<file path="src/rtl/nabp_filtered_line_sink_pkg.sv">
// Shared definitions for the NABP filtered-line sink.
//   kFilteredDataLength : default width of a filtered sample
//   kAstErrNone         : Avalon-ST error code meaning "beat is good"
//   sink_state_t        : line framing FSM states
package nabp_filtered_line_sink_pkg;

    localparam int kFilteredDataLength = 16;

    localparam logic [1:0] kAstErrNone = 2'b00;

    typedef enum logic [1:0] {
        IDLE  = 2'd0,
        RECV  = 2'd1,
        FLUSH = 2'd2
    } sink_state_t;

endpackage

</file>
<file path="src/rtl/nabp_stream_fifo.sv">
// Synchronous first-word-fall-through FIFO.
//   clk, reset : clock, asynchronous active-high reset (pointers/count only)
//   push       : write push_data (ignored while full)
//   pop        : drop the head entry (ignored while empty)
//   head_data  : current head entry, zero while empty
//   full/empty : occupancy flags
//   count      : number of stored entries (0..DEPTH)
module nabp_stream_fifo
    import nabp_filtered_line_sink_pkg::*;
#(
    parameter int WIDTH = kFilteredDataLength + 1,
    parameter int DEPTH = 8
) (
    input  logic                       clk,
    input  logic                       reset,
    input  logic                       push,
    input  logic [WIDTH-1:0]           push_data,
    input  logic                       pop,
    output logic [WIDTH-1:0]           head_data,
    output logic                       full,
    output logic                       empty,
    output logic [$clog2(DEPTH):0]     count
);

    localparam int AW = $clog2(DEPTH);
    localparam int CW = AW + 1;

    logic [WIDTH-1:0] mem [DEPTH];
    logic [AW-1:0]    wr_ptr_reg;
    logic [AW-1:0]    rd_ptr_reg;
    logic [CW-1:0]    count_reg;
    logic             do_push;
    logic             do_pop;

    assign full    = (count_reg == CW'(DEPTH));
    assign empty   = (count_reg == '0);
    assign do_push = push && !full;
    assign do_pop  = pop && !empty;

    // Storage is not reset; stale contents are never visible because
    // head_data is forced to zero while the FIFO is empty.
    always_ff @(posedge clk) begin
        if (do_push) begin
            mem[wr_ptr_reg] <= push_data;
        end
    end

    // DEPTH is a power of two, so the pointers wrap naturally.
    always_ff @(posedge clk or posedge reset) begin
        if (reset) begin
            wr_ptr_reg <= '0;
            rd_ptr_reg <= '0;
            count_reg  <= '0;
        end else begin
            if (do_push) begin
                wr_ptr_reg <= wr_ptr_reg + 1'b1;
            end
            if (do_pop) begin
                rd_ptr_reg <= rd_ptr_reg + 1'b1;
            end
            case ({do_push, do_pop})
                2'b10:   count_reg <= count_reg + CW'(1);
                2'b01:   count_reg <= count_reg - CW'(1);
                default: count_reg <= count_reg;
            endcase
        end
    end

    assign head_data = empty ? '0 : mem[rd_ptr_reg];
    assign count     = count_reg;

endmodule

</file>
<file path="src/rtl/nabp_filtered_line_sink.sv">
// Avalon-ST sink for the NABP filter output. Buffers filtered samples in a
// FWFT FIFO, frames them into LINE_LEN-sample projection lines and hands
// them downstream with an end-of-line tag, a line index and sticky error.
//   clk, reset        : clock, asynchronous active-high reset
//   enable            : arms reception of the next line
//   ast_sink_*        : Avalon-ST input (ready latency 0)
//   out_data/valid/last/ready : buffered output stream, out_last ends a line
//   line_idx          : index of the line currently being drained
//   line_done         : one-cycle pulse after a line's last sample is taken
//   err_flag          : sticky, set by any accepted beat with nonzero error
module nabp_filtered_line_sink
    import nabp_filtered_line_sink_pkg::*;
#(
    parameter int DATA_W     = kFilteredDataLength,
    parameter int LINE_LEN   = 256,
    parameter int FIFO_DEPTH = 8,
    parameter int IDX_W      = 8
) (
    input  logic              clk,
    input  logic              reset,
    input  logic              enable,
    input  logic [DATA_W-1:0] ast_sink_data,
    input  logic              ast_sink_valid,
    input  logic [1:0]        ast_sink_error,
    output logic              ast_sink_ready,
    output logic [DATA_W-1:0] out_data,
    output logic              out_valid,
    output logic              out_last,
    input  logic              out_ready,
    output logic [IDX_W-1:0]  line_idx,
    output logic              line_done,
    output logic              err_flag
);

    localparam int CW = $clog2(FIFO_DEPTH) + 1;
    localparam int BW = $clog2(LINE_LEN);

    sink_state_t       state_reg;
    sink_state_t       state_next;
    logic [BW-1:0]     beat_cnt_reg;
    logic [IDX_W-1:0]  line_idx_reg;
    logic              line_done_reg;
    logic              err_flag_reg;

    logic              fifo_full;
    logic              fifo_empty;
    logic [CW-1:0]     fifo_count;
    logic [DATA_W:0]   fifo_head;

    logic              in_accept;
    logic              out_accept;
    logic              beat_is_last;
    logic              flush_done;

    assign in_accept    = ast_sink_valid && ast_sink_ready;
    assign out_accept   = out_valid && out_ready;
    assign beat_is_last = (beat_cnt_reg == BW'(LINE_LEN - 1));

    nabp_stream_fifo #(
        .WIDTH (DATA_W + 1),
        .DEPTH (FIFO_DEPTH)
    ) u_fifo (
        .clk       (clk),
        .reset     (reset),
        .push      (in_accept),
        .push_data ({beat_is_last, ast_sink_data}),
        .pop       (out_accept),
        .head_data (fifo_head),
        .full      (fifo_full),
        .empty     (fifo_empty),
        .count     (fifo_count)
    );

    assign out_data  = fifo_head[DATA_W-1:0];
    assign out_last  = fifo_head[DATA_W];
    assign out_valid = !fifo_empty;

    // FSM state register
    always_ff @(posedge clk or posedge reset) begin
        if (reset) begin
            state_reg <= IDLE;
        end else begin
            state_reg <= state_next;
        end
    end

    // FSM next state
    always_comb begin
        state_next = state_reg;
        case (state_reg)
            IDLE:    if (enable) state_next = RECV;
            RECV:    if (in_accept && beat_is_last) state_next = FLUSH;
            FLUSH:   if (flush_done) state_next = enable ? RECV : IDLE;
            default: state_next = IDLE;
        endcase
    end

    // FSM outputs. Input is blocked during FLUSH, so the only entry left
    // when the tagged last sample is popped is that sample itself.
    always_comb begin
        ast_sink_ready = (state_reg == RECV) && !fifo_full;
        flush_done     = (state_reg == FLUSH) && out_accept && out_last &&
                         (fifo_count == CW'(1));
    end

    // Beat counter, line index, line-done pulse and sticky error capture
    always_ff @(posedge clk or posedge reset) begin
        if (reset) begin
            beat_cnt_reg  <= '0;
            line_idx_reg  <= '0;
            line_done_reg <= 1'b0;
            err_flag_reg  <= 1'b0;
        end else begin
            if (in_accept) begin
                beat_cnt_reg <= beat_is_last ? '0 : beat_cnt_reg + 1'b1;
                if (ast_sink_error != kAstErrNone) begin
                    err_flag_reg <= 1'b1;
                end
            end
            line_done_reg <= flush_done;
            if (flush_done) begin
                line_idx_reg <= line_idx_reg + 1'b1;
            end
        end
    end

    assign line_idx  = line_idx_reg;
    assign line_done = line_done_reg;
    assign err_flag  = err_flag_reg;

endmodule

</file>
<file path="config.mk">
export PLATFORM = sky130hd
export DESIGN_NAME = nabp_filtered_line_sink
export DESIGN_NICKNAME = d
export VERILOG_FILES = /design/src/rtl/nabp_filtered_line_sink_pkg.sv /design/src/rtl/nabp_stream_fifo.sv /design/src/rtl/nabp_filtered_line_sink.sv
export SDC_FILE = /design/constraint.sdc
export NUM_CORES = 1
export LEC_CHECK = 0
export BUFFER_PORTS_ARGS = -buffer_cell sky130_fd_sc_hd__buf_2
export CAP_MARGIN = 25
export CELL_PAD_IN_SITES_DETAIL_PLACEMENT = 2
export CELL_PAD_IN_SITES_GLOBAL_PLACEMENT = 2
export CORE_MARGIN = 2
export CORE_UTILIZATION = 45
export DETAILED_ROUTE_END_ITERATION = 8
export GPL_TIMING_DRIVEN = 0
export PLACE_DENSITY_LB_ADDON = 0.1
export SLEW_MARGIN = 0
export SYNTH_ARGS = -nofsm -noshare
export SYNTH_HDL_FRONTEND = slang
export SYNTH_SLANG_ARGS = --single-unit
</file>
<file path="constraint.sdc">
create_clock -name clk -period 4 [get_ports clk]
set_clock_uncertainty 0.1 [all_clocks]
set_input_delay 0.4 -clock clk [delete_from_list [all_inputs] [get_ports clk]]
set_output_delay 0.4 -clock clk [all_outputs]
set_load 0.05 [all_outputs]
</file>
# After elaboration in Yosys (flattened, before gate mapping)
# Memories as Yosys holds them, arrays and structs flattened.
# Index checks and enable logic that the tools add are counted.
[word_totals]
memories = 1
input_bits = 23
ramBits = 136
output_inout_bits = 29
reg_bits = 30
elab_cells = 52
[memory_table]
columns = ["memory", "depth", "word_bits", "rd", "rd_clocked_by_memory_dff", "write_ports", "line", "source"]
rows = [
  ["u_fifo.mem", 8, 17, 1, 0, 1, "nabp_stream_fifo.sv:28", "logic [WIDTH-1:0] mem [DEPTH];"],
]
[op_classes]
n_eq_ne = 10
muxes = 10
addsub = 6
reduce_logical = 17
[ops]
columns = ["operator", "count"]
rows = [
  ["17-bit two-way mux", 1],
  ["8-bit by 1-bit adder with 8-bit output (second input constant)", 2],
  ["1-bit logical AND", 9],
  ["8-bit == test (second input constant)", 1],
  ["8-bit two-way mux", 1],
  ["4-bit one-hot mux with 2 select lines", 1],
  ["3-bit by 1-bit adder with 3-bit output (second input constant)", 2],
  ["2-bit two-way mux", 3],
  ["2-bit != test (second input constant)", 3],
  ["2-bit one-hot mux with 3 select lines", 1],
  ["4-bit by 1-bit adder with 4-bit output (second input constant)", 1],
  ["2-bit by 1-bit == test with 1-bit output (second input constant)", 2],
  ["2-bit == test (second input constant)", 2],
  ["4-bit by 1-bit == test with 1-bit output (second input constant)", 1],
  ["4-bit == test (second input constant)", 1],
  ["4-bit logical NOT", 1],
  ["2-bit nonzero test", 2],
  ["4-bit by 1-bit subtractor with 4-bit output (second input constant)", 1],
  ["1-bit two-way mux", 3],
  ["3-bit AND reduction", 1],
  ["1-bit logical NOT", 2],
  ["2-bit logical NOT", 1],
  ["2-bit AND reduction", 1],
]

# Depth between registers and ports, before layout
# Gate-level depths: netlist of run 1.
[depth]
word_depth = 8
ltp_mapped = 11
mapped_depth_nobuf = 9

# Hierarchy
# From an unflattened synthesis of run 1, not the netlist that was laid out.
[hier_totals]
cells_unflattened = 346
hier_area_um2 = 6631.4
[modules_own_cells]
columns = ["module", "cells_per_inst", "area_per_inst_um2", "seq_area_each_um2", "instances"]
rows = [
  ["nabp_stream_fifo", 263, 5718.0, 4334.2, 1],
  ["nabp_filtered_line_sink", 83, 913.4, 500.5, 1],
]

# Worst setup path before layout of run 1
# OpenSTA, ideal clock, no wires.
[synth_path]
path_type = "register to register"
from = "register u_fifo.count_reg[0], in the netlist u_fifo.count[0]"
to = "memory u_fifo.mem[0][0] (netlist name) (enable)"
path_stages_with_launch = 9
arrival_ns = 2.990
setup_time_ns = 0.435
setup_slack_ns = 0.475
period_less_slack_ns = 3.525
path_buffers = 2
t_required_ns = 3.465
cell_sequence = "dfrtp_1 -> inv_1 -> ha_1 -> nand3b_1 -> and3_1 -> buf_2 -> inv_1 -> buf_2 -> nor4_1"
[synth_via]
elab_chain_len = 7
[synth_rtl]
columns = ["element", "line", "source"]
rows = [
  ["start: declaration", "nabp_stream_fifo.sv:31", "logic [CW-1:0] count_reg;"],
  ["start signal: assignment", "nabp_stream_fifo.sv:62", "2'b10: count_reg <= count_reg + CW'(1);"],
  ["start signal: assignment", "nabp_stream_fifo.sv:63", "2'b01: count_reg <= count_reg - CW'(1);"],
  ["start signal: assignment", "nabp_stream_fifo.sv:64", "default: count_reg <= count_reg;"],
  ["4-bit == test *", "nabp_stream_fifo.sv:35", "assign full = (count_reg == CW'(DEPTH));"],
  ["1-bit logical NOT *", "nabp_stream_fifo.sv:37, nabp_filtered_line_sink.sv:101", ""],
  ["1-bit logical AND", "nabp_filtered_line_sink.sv:101", "ast_sink_ready = (state_reg == RECV) && !fifo_full;"],
  ["1-bit logical AND", "nabp_filtered_line_sink.sv:55", "assign in_accept = ast_sink_valid && ast_sink_ready;"],
  ["1-bit logical AND *", "nabp_stream_fifo.sv:37", "assign do_push = push && !full;"],
  ["1-bit two-way mux *", "nabp_stream_fifo.sv:43", "if (do_push) begin"],
  ["1-bit two-way mux (implied by the code) *", "nabp_stream_fifo.sv:44", "mem[wr_ptr_reg] <= push_data;"],
  ["end: declaration", "nabp_stream_fifo.sv:28", ""],
]
# Every way passes the cells marked *; elsewhere a longest branch is shown, timed or not.

# Worst setup path after layout of run 1
[layout_path]
from = "register u_fifo.count_reg[0], in the netlist u_fifo.count[0]"
to = "output port out_data[8]"
[layout_via]
elab_chain_len = 2
[layout_rtl]
columns = ["element", "line", "source"]
rows = [
  ["4-bit logical NOT", "nabp_stream_fifo.sv:36", "assign empty = (count_reg == '0);"],
  ["17-bit two-way mux", "nabp_stream_fifo.sv:69", "assign head_data = empty ? '0 : mem[rd_ptr_reg];"],
  ["end: declaration", "nabp_filtered_line_sink.sv:26", "output logic [DATA_W-1:0] out_data,"],
]
# No other way between the ends.

==> results of run 1 <==
==> layout make-up <==
cell class,count,share of cell area (%)
buffer,15,1.02
clock buffer,17,5.28
clock inverter,15,1.83
inverter,8,0.373
multi-input combinational,181,22.8
sequential,166,60.0
tap,184,2.86
timing repair buffer,67,5.85
==> cells in the final DEF, fill, tap and decap left out, types with 3 or more instances in the layout <==
cell type / n
and2_1: 3
nand3_1: 7
xnor2_1: 7
mux4_2: 32
xor2_1: 11
nand4_1: 5
inv_6: 6
edfxtp_1: 136
ha_1: 8
clkinvlp_4: 4
clkbuf_16: 17
dfrtp_1: 30
o21ai_0: 3
clkbuf_1: 4
buf_6: 9
nor2_1: 23
buf_4: 4
clkinv_4: 4
nor2_2: 3
nor4_1: 6
inv_1: 7
nand2b_1: 3
mux2i_1: 19
buf_16: 3
buf_2: 59
nand2_1: 16
o31ai_1: 3
mux2_2: 3
nor3_2: 4
==> cells by family (layout without fill, tap and decap cells) <==
group	Yosys count	after routing	share of synthesized area, %
DFF	166	166	71.6
and+or+nand+nor	85	85	6.86
muxes	56	56	14.4
buffers and inverters	23	122	1.67
xor gates and xnor gates	18	18	2.34
AOI/OAI and AO/OA	14	14	1.61
adders and majority gates	8	8	1.48
==> through the flow <==
stage / worst slack (ns) / setup TNS [ns] / hold WS (ns)
after floorplan: 0.475 / 0 / 0.342
after CTS: 0.522 / 0 / 0.112
after detailed placement: 0.908 / 0 / 0.356
final: 0.542 / 0 / 0.121
after global placement: -1.70 / -72.62 / 0.350
after global routing: 0.418 / 0 / 0.115
==> layer usage <==
layer	vias to the layer above	track usage, %	routed length, µm
li1	1626	-	-
met1	1992	28.2	7010
met2	88	44.1	10200
met3	22	4.77	646
met4	0	8.53	293
met5	-	0	0
==> synthesized netlist by cell type (2+ instances only) <==
cell / instances / area, µm²
a21oi_1: 2 / 10.0
and3_1: 2 / 12.5
inv_1: 7 / 26.3
xnor2_1: 7 / 61.3
mux2_4: 2 / 30.0
nor2_1: 26 / 97.6
mux4_2: 32 / 721
nor3_1: 6 / 30.0
o21ai_0: 3 / 15.0
dfrtp_1: 30 / 751
buf_2: 8 / 40.0
nand3_1: 7 / 35.0
clkbuf_1: 4 / 15.0
nand4_1: 5 / 31.3
nand2_1: 16 / 60.1
xor2_1: 11 / 96.3
nand2b_1: 3 / 18.8
mux2i_1: 19 / 190
ha_1: 8 / 100
nor2b_1: 2 / 12.5
nor4_1: 7 / 43.8
mux2_2: 3 / 33.8
edfxtp_1: 136 / 4080
buf_6: 2 / 22.5
o31ai_1: 3 / 22.5
and2_1: 3 / 18.8
==> report_power, final <==
group | switching [µW] | internal (µW) | total [µW]
Sequential | 0 | 1870 | 1870
Combinational | 28.7 | 11.4 | 40.2
Clock | 743 | 872 | 1620
Total | 771 | 2750 | 3520
==> final timing paths <==
path / from / to / slack (ns) / cells after the start
worst max-delay path: u_fifo.count[0]$_DFFE_PP0P_ / out_data[8] / 0.54 / 6
worst min-delay path: ast_sink_error[0] / err_flag$_DFFE_PP0P_ / 0.12 / 3
worst max register to register: u_fifo.count[0]$_DFFE_PP0P_ / u_fifo.mem[4][15]$_DFFE_PP_ / 0.86 / 10
worst min register to register: err_flag$_DFFE_PP0P_ / err_flag$_DFFE_PP0P_ / 0.37 / 1
max in group asynchronous: reset / line_idx[7]$_DFFE_PP0P_ / 2.76 / 4
min in group asynchronous: reset / u_fifo.wr_ptr_reg[1]$_DFFE_PP0P_ / 0.50 / 3
==> critical path, cell delays in order (launching register included) <==
cell      delay [ns]
dfrtp_1         0.46
inv_1           0.13
ha_1            0.25
nor3b_4         0.60
clkbuf_1        0.64
nor2_1          0.18
buf_2           0.26
==> timing repair <==
item / CTS / global route
hold buffers: 1 / 0
gates resized for setup: 0 / 0
endpoints found under the hold margin: 9 / 0
==> qor.csv, run 1 <==
stage,metric,value,unit
detailed_routing,DRT iter0 DRCs,263,
detailed_routing,drc violations,0,
timing,Final setup violation count,0,
logic_synthesis,"Avg Cell Area, Syn",18.2,µm²
grt,largest net degree at the start of global routing,22,
placed_design,Routability Congestion,0.753,
placed_design,detailed placer's ending HPWL,12400,µm
timing,RSZ-0062 raised after global routing,false,
timing,Final Hold Vio Count,0,
detailed_routing,First-pass DRT Iterations,4,
layout,Finished Cell Area,0.00806,mm²
timing,post-route clock period utilization,86.5,%
job,max_cap viols,0,
clock_network,post-CTS setup buffer count,0,
logic_synthesis,Synth Flop Type,edfxtp_1,
status,status,"finished, final reports clean",
clock_network,clock-pin slew on the worst setup and hold paths,0.07,ns
logic_synthesis,Mapped Cells,370,
pwr,Max IR drop VDD,0.000292,V
layout,layout net count,487,
timing,Worst-Margin Slew,0.802,ns
pwr,Power Density,437,mW/mm²
detailed_routing,detailed-route via count,3728,
die,die span in y,126,µm
logic_synthesis,Synth Cell Area,0.00675,mm²
placed_design,Placed Cells,620,
timing,max-slew violations,0,
die,number of I/O pins,52,
grt,total track usage,24.1,%
layout,register area,0.00483,mm²
logic_synthesis,yosys warns,0,
layout,# diodes,0,
worst_setup_path,Startpoint Class,flip-flop,
clock_network,CTS tree,done,
worst_hold_path,Worst Hold Class,primary input to flip-flop,
layout,Multi-input gate area,0.00184,mm²
layout,Area Growth Syn to Fin,19.4,%
layout,max FFs per register,136,
layout,Layout fillers,1265,
timing,Peak Freq,289,MHz
detailed_routing,WL per Instance,27.8,µm
placed_design,Buffers on Ports,51,
worst_setup_path,Worst Path Arrival,2.96,ns
clock_network,clock latency on the worst-skew pair,0.43,ns
detailed_routing,Post-Route WL,18100,µm
die,Cell Rows,44,
layout,Final Util,55.2,%
layout,Post-Layout Cell Count,653,
grt,gr ovfl total,0,
logic_synthesis,async set or reset register ratio after synthesis,18.1,%
clock_network,Root Driver,clkbuf_16,
logic_synthesis,"EDFF count, synth",136,
worst_setup_path,Worst Path Required,3.50,ns
detailed_routing,Via density,5.71,
logic_synthesis,count of state elements after synthesis,166,
grt,first-pass GRT wire length,27500,µm
placed_design,placed cell areas,0.00748,mm²
die,Initial Util,46.3,%
pwr,total power,3520,µW
clock_network,H-tree levels,4,
grt,initial antenna violation count,0,
timing,normalized max-slew margin,46.5,%
detailed_routing,number of nets with antenna violations after routing,0,
clock_network,Max Root-Sink Buffers,2,
die,die width,126,µm
worst_setup_path,Worst Path Max Fanout,10,
die,Total Die Area,0.0160,mm²
clock_network,CTS sink cnt,166,
timing,post-layout min period,3.46,ns
logic_synthesis,register area share after synthesis,71.6,%
grt,vias in the first global route,4297,
clock_network,total CTS buffers,17,
worst_setup_path,crit path kind,flip-flop to output port,
pwr,Leak Pwr,0.00294,µW
logic_synthesis,Synth cell types,42,
worst_setup_path,Setup crit end kind,output port,
logic_synthesis,Mapped Nets,401,
layout,share of cells above drive strength 1,34.1,%
die,core area,0.0146,mm²
Power figures use the tool's default switching activity.
==> run 2, diff against run 1 <==
Settings changed: CTS_CLUSTER_SIZE set to 10, REMOVE_ABC_BUFFERS set to 1.
==> run 2 against run 1 <==
First-iteration DRC count down 38%. Critical path depth rose by 2. Register-to-register slack lost 0.26 ns. Hold slack better by 0.014 ns. Final area increased by 1.2%.
==> qor.csv, run 2 (synthesized netlist as in run 1, its figures left out) <==
stage,metric,value,unit,change
status,status,"finished, final reports clean",,
worst_setup_path,CP max-delay cell,nor4_2,,
detailed_routing,Post-Route WL,19300,µm,+6.6%
layout,share of cells above drive strength 1,33.6,%,-0.49 points
clock_network,H-tree levels,4,,unchanged
job,max_cap viols,0,,unchanged
clock_network,total CTS buffers,17,,unchanged
clock_network,CTS sink cnt,166,,unchanged
clock_network,post-CTS setup buffer count,0,,unchanged
worst_setup_path,cells along the critical path,inv_1 > ha_1 > nand3b_1 > and3_1 > inv_1 > nor4_2 > buf_4 > buf_4,,
worst_setup_path,crit path kind,flip-flop to flip-flop,,
placed_design,Buffers on Ports,51,,unchanged
placed_design,placed cell areas,0.00747,mm²,about the same
worst_setup_path,Worst Path Required,4.04,ns,+0.54 ns
placed_design,Routability Congestion,0.731,,-2.9%
die,Total Die Area,0.0160,mm²,unchanged
grt,gr ovfl total,0,,unchanged
clock_network,CTS tree,done,,
timing,Final Hold Vio Count,0,,unchanged
detailed_routing,DRT iter0 DRCs,164,,-38%
layout,"commonest non-fill, non-tap cell in the layout",edfxtp_1,,
timing,normalized max-slew margin,43.4,%,-3.1 points
clock_network,clock-pin slew on the worst setup and hold paths,0.06,ns,about the same
timing,Peak Freq,294,MHz,+1.7%
pwr,clock network power share,49.7,%,+3.9 points
layout,# diodes,0,,unchanged
clock_network,Root Driver,clkbuf_16,,
timing,worst hold margin,0.135,ns,+0.0141 ns
timing,Final setup violation count,0,,unchanged
pwr,Psw,730,µW,-5.4%
grt,total track usage,25.6,%,+1.5 points
die,core area,0.0146,mm²,unchanged
die,die span in y,126,µm,unchanged
timing,Setup TNS,0,ns,unchanged
pwr,Switching Share,19.2,%,-2.7 points
die,Initial Util,46.3,%,unchanged
layout,Finished Cell Area,0.00816,mm²,+1.2%
timing,post-route clock period utilization,85.0,%,-1.4 points
worst_setup_path,Setup crit end kind,flip-flop,,
grt,largest net degree at the start of global routing,33,,+50%
timing,post-layout min period,3.40,ns,-0.0580 ns
placed_design,"worst slack, placed",0.690,ns,-0.218 ns
pwr,Comb power frac,1.1,%,about the same
worst_setup_path,CP bufs+invs,4,,+1
worst_setup_path,Startpoint Class,flip-flop,,
detailed_routing,number of nets with antenna violations after routing,0,,unchanged
die,number of I/O pins,52,,unchanged
pwr,sequential share of power,49.2,%,-3.8 points
layout,max FFs per register,136,,unchanged
pwr,Power Density,465,mW/mm²,+6.5%
pwr,Leak Pwr,0.00297,µW,+0.81%
worst_setup_path,CP max stage delay,0.71,ns,+0.07 ns
timing,RSZ-0062 raised after global routing,false,,
die,Cell Rows,44,,unchanged
grt,first-pass GRT wire length,28700,µm,+4.2%
timing,min setup slack post-route,0.600,ns,+0.0580 ns
pwr,Max IR drop VDD,0.000313,V,+7.1%
layout,Area Growth Syn to Fin,20.8,%,
worst_setup_path,cell family with most CP delay,simple AND/OR/NAND/NOR gates,,
grt,vias in the first global route,4244,,-1.2%
worst_setup_path,Worst Path Arrival,3.44,ns,+0.48 ns
worst_setup_path,Worst Path Max Fanout,11,,+1
placed_design,detailed placer's ending HPWL,11800,µm,-5.4%
detailed_routing,First-pass DRT Iterations,4,,unchanged
die,die width,126,µm,unchanged
detailed_routing,drc violations,0,,unchanged
clock_network,clock latency on the worst-skew pair,0.44,ns,about the same
clock_network,Max Root-Sink Buffers,2,,unchanged
detailed_routing,WL per Instance,30.1,µm,+8.4%
timing,max-slew violations,0,,unchanged
layout,"leading cell types in the layout, fill and taps excluded","136 x edfxtp_1, 51 x buf_2, 32 x mux4_2, 28 x dfrtp_1, 23 x nor2_1",,
pwr,Pint,3070,µW,+11%
worst_hold_path,Worst Hold Class,primary input to flip-flop,,
timing,Worst-Margin Slew,0.842,ns,+0.0395 ns
layout,layout net count,476,,-2.3%
detailed_routing,Via density,5.83,,+2.1%
grt,initial antenna violation count,1,,+1
detailed_routing,detailed-route via count,3743,,+0.40%
==> run 2: metrics by stage <==
stage          instances  utilization [%]  total power, µW
6_report             642             55.9             3800
5_1_grt              642             55.9             3870
4_1_cts              642             55.9             3830
3_5_place_dp         609             51.2             1940
3_3_place_gp         590             49.0             1930
2_1_floorplan        355                -             1910
==> run 2: worst paths after layout <==
kind | from | end | slack, ns | cells after the start
setup reg to reg | u_fifo.count[0]$_DFFE_PP0P_ | u_fifo.mem[0][4]$_DFFE_PP_ | 0.60 | 8
min in group asynchronous | reset | beat_cnt_reg[0]$_DFFE_PP0P_ | 0.46 | 3
setup / recovery | u_fifo.count[0]$_DFFE_PP0P_ | u_fifo.mem[0][4]$_DFFE_PP_ | 0.60 | 8
hold reg to reg | beat_cnt_reg[6]$_DFFE_PP0P_ | beat_cnt_reg[6]$_DFFE_PP0P_ | 0.36 | 1
hold / removal | ast_sink_data[11] | u_fifo.mem[2][11]$_DFFE_PP_ | 0.14 | 1
max in group asynchronous | reset | u_fifo.rd_ptr_reg[0]$_DFFE_PP0P_ | 2.83 | 4
==> run 2: repair_timing <==
item | 4_1_cts | 5_1_grt
gates resized for setup | 0 | 0
endpoints found under the hold margin | 10 | 0
hold buffers | 1 | 0
==> run 2: power by group through the flow <==
stage	Sequential, µW	Combinational, µW	Clock, µW
5_1_grt	1870	44.9	1960
2_1_floorplan	1910	4.80	0
3_5_place_dp	1900	38.7	0
3_3_place_gp	1900	29.9	0
4_1_cts	1870	41.7	1920
6_report	1870	40.6	1890
==> run 2: metal layers <==
layer / GRT usage, % / wire length [µm] / part of all wire [%]
met3: 4.64 / 823 / 4.3
met2: 44.0 / 10100 / 52
met5: 0 / 0 / 0
met4: 9.76 / 444 / 2.3
met1: 32.4 / 7970 / 41
==> run 2: area by class of cell <==
class	count	area [µm²]
Fill cell	1251	6430
Multi-Input combinational cell	181	1840
Clock inverter	13	228
Clock buffer	19	443
Timing Repair Buffer	71	549
Inverter	8	30.0
Sequential cell	166	4840
Tap cell	184	230
==> run 3, diff against run 2 <==
Settings changed: CORE_MARGIN 2 to unset.
==> run 3 against run 2 <==
Non-clock buffer count decreased by 2. Final area is 1.0% lower. Register-to-register slack got worse by 0.02 ns. Die area decreased by 3.1%. Wire length decreased by 3.6%. Utilization down 0.57 points. Final cell count decreased by 0.31%.
==> qor.csv, run 3 (synthesized netlist as in run 1, its figures left out) <==
stage,metric,value,unit,change
status,status,"finished, final reports clean",,
layout,share of cells above drive strength 1,33.8,%,+0.15 points
layout,"commonest non-fill, non-tap cell in the layout",edfxtp_1,,
die,number of I/O pins,52,,unchanged
placed_design,Buffers on Ports,51,,unchanged
grt,vias in the first global route,4209,,-0.82%
die,die width,124,µm,-1.6%
pwr,Power Density,451,mW/mm²,-3.2%
worst_setup_path,Worst Path Required,4.02,ns,-0.02 ns
timing,RSZ-0062 raised after global routing,false,,
clock_network,Max Root-Sink Buffers,2,,unchanged
pwr,Pint,2860,µW,-6.6%
worst_setup_path,Setup crit end kind,flip-flop,,
layout,Final Util,55.3,%,-0.57 points
clock_network,CTS Hold Bufs,0,,-1
placed_design,detailed placer's ending HPWL,11700,µm,-0.73%
timing,post-layout min period,3.42,ns,+0.0196 ns
worst_setup_path,CP max-delay cell,nor3_2,,
timing,max-slew violations,0,,unchanged
clock_network,post-cts resize count,0,,unchanged
pwr,clock network power share,47.6,%,-2.1 points
timing,Setup TNS,0,ns,unchanged
detailed_routing,First-pass DRT Iterations,4,,unchanged
pwr,total power,3640,µW,-4.2%
job,max_cap viols,0,,unchanged
clock_network,CTS sink cnt,166,,unchanged
worst_setup_path,Startpoint Class,flip-flop,,
layout,"leading cell types in the layout, fill and taps excluded","136 x edfxtp_1, 51 x buf_2, 32 x mux4_2, 28 x dfrtp_1, 23 x nor2_1",,
grt,gr ovfl total,0,,unchanged
detailed_routing,Via density,5.78,,-0.89%
die,Initial Util,46.3,%,unchanged
timing,Final setup violation count,0,,unchanged
worst_setup_path,cells along the critical path,inv_1 > ha_1 > nand3b_1 > and3_1 > inv_1 > nor3_2 > buf_4,,
worst_setup_path,Worst Path Max Fanout,11,,unchanged
detailed_routing,number of nets with antenna violations after routing,0,,unchanged
clock_network,Root Driver,clkbuf_16,,
clock_network,total CTS buffers,17,,unchanged
detailed_routing,Post-Route WL,18600,µm,-3.6%
pwr,sequential share of power,51.3,%,+2.1 points
layout,layout net count,474,,-0.42%
clock_network,clock-pin slew on the worst setup and hold paths,0.07,ns,about the same
worst_hold_path,Worst Hold Class,primary input to asynchronous set/reset pin,,
clock_network,H-tree levels,4,,unchanged
clock_network,CTS tree,done,,
worst_setup_path,crit path kind,flip-flop to flip-flop,,
grt,first-pass GRT wire length,28400,µm,-0.84%
die,core area,0.0146,mm²,unchanged
pwr,Switching Share,21.3,%,+2.0 points
layout,# diodes,0,,unchanged
worst_setup_path,Worst Path Arrival,3.44,ns,about the same
grt,initial antenna violation count,1,,unchanged
pwr,Comb power frac,1.1,%,about the same
timing,normalized max-slew margin,30.7,%,-13 points
die,Cell Rows,44,,unchanged
layout,max FFs per register,136,,unchanged
pwr,Psw,773,µW,+5.9%
worst_setup_path,CP max stage delay,0.90,ns,+0.19 ns
die,Total Die Area,0.0155,mm²,-3.1%
grt,largest net degree at the start of global routing,23,,-30%
layout,Area Growth Syn to Fin,19.6,%,
timing,Final Hold Vio Count,0,,unchanged
clock_network,clock latency on the worst-skew pair,0.44,ns,about the same
pwr,Leak Pwr,0.00291,µW,-1.9%
worst_setup_path,CP dominant cell by count,inv_1,,
pwr,Max IR drop VDD,0.000285,V,-8.9%
timing,Peak Freq,292,MHz,-0.57%
timing,post-route clock period utilization,85.5,%,+0.49 points
detailed_routing,drc violations,0,,unchanged
die,die span in y,124,µm,-1.6%
timing,Worst-Margin Slew,1.03,ns,+0.193 ns
detailed_routing,WL per Instance,29.1,µm,-3.3%
detailed_routing,DRT iter0 DRCs,294,,+79%
placed_design,Routability Congestion,0.759,,+3.8%
clock_network,post-CTS setup buffer count,0,,unchanged
grt,total track usage,25.9,%,+0.38 points
detailed_routing,detailed-route via count,3698,,-1.2%
==> run 3: cell types whose count changed in the layout (fill, tap and decap cells not counted), sizes merged <==
cell | before | now
clkinvlp | 2 | 6
bufinv | 6 | 3
clkbuf | 19 | 17
inv | 8 | 10
buf | 70 | 69
clkinv | 5 | 4
dlygate4sd3 | 1 | 0
==> run 3: path summary, 6_finish.rpt <==
| check | startpoint | to | slack, ns | depth (start not counted) |
|---|---|---|---|---|
| setup reg to reg | u_fifo.count[0]$_DFFE_PP0P_ | u_fifo.mem[4][15]$_DFFE_PP_ | 0.58 | 7 |
| hold reg to reg | beat_cnt_reg[6]$_DFFE_PP0P_ | beat_cnt_reg[6]$_DFFE_PP0P_ | 0.37 | 1 |
| setup / recovery | u_fifo.count[0]$_DFFE_PP0P_ | u_fifo.mem[4][15]$_DFFE_PP_ | 0.58 | 7 |
| max in group asynchronous | reset | u_fifo.rd_ptr_reg[1]$_DFFE_PP0P_ | 3.18 | 2 |
| min in group clk | enable | state_reg[0]$_DFFE_PP0P_ | 0.12 | 2 |
| hold / removal | reset | u_fifo.count[0]$_DFFE_PP0P_ | 0.04 | 2 |
==> run 3: routing by layer <==
layer / up-vias / routed length, µm / track usage (%) / part of all wire [%]
met5: - / 0 / 0 / 0
met4: 0 / 182 / 8.08 / 0.98
met3: 11 / 723 / 4.64 / 3.9
met2: 97 / 10000 / 44.8 / 54
met1: 1996 / 7730 / 33.4 / 41
li1: 1594 / - / - / -
==> run 3: layout make-up <==
type	count	area [µm²]
Fill cell	1241	6520
Clock buffer	17	425
Tap cell	184	230
Clock inverter	15	180
Multi-Input combinational cell	181	1840
Timing Repair Buffer	69	532
Inverter	8	30.0
Sequential cell	166	4840
==> run 3: worst max-delay path, delay by kind of cell (launching register included) <==
kind	cells	cell delay (ns)
adders and majority gates	1	0.26
buffers and inverters	3	0.79
DFF	1	0.46
and+or+nand+nor	3	1.48
==> run 3: per-stage QoR <==
| step | instance area, µm² | setup WS [ns] | hold WS (ns) | instances |
|---|---|---|---|---|
| global placement | 7150 | -1.78 | 0.355 | 590 |
| global route | 8070 | 0.389 | 0.0867 | 640 |
| floorplan | 6670 | 0.294 | 0.342 | 355 |
| detailed placement | 7470 | 0.617 | 0.360 | 608 |
| CTS | 8070 | 0.587 | 0.0528 | 640 |
| finish | 8070 | 0.580 | 0.0397 | 640 |
==> run 3: power by group through the flow <==
| stage | sequential (µW) | clock, µW | combinational (µW) |
|---|---|---|---|
| 6_report | 1870 | 1730 | 39.6 |
| 5_1_grt | 1870 | 1810 | 43.6 |
| 4_1_cts | 1870 | 1750 | 40.8 |
| 3_5_place_dp | 1900 | 0 | 39.1 |
| 3_3_place_gp | 1900 | 0 | 30.0 |
| 2_1_floorplan | 1910 | 0 | 4.80 |
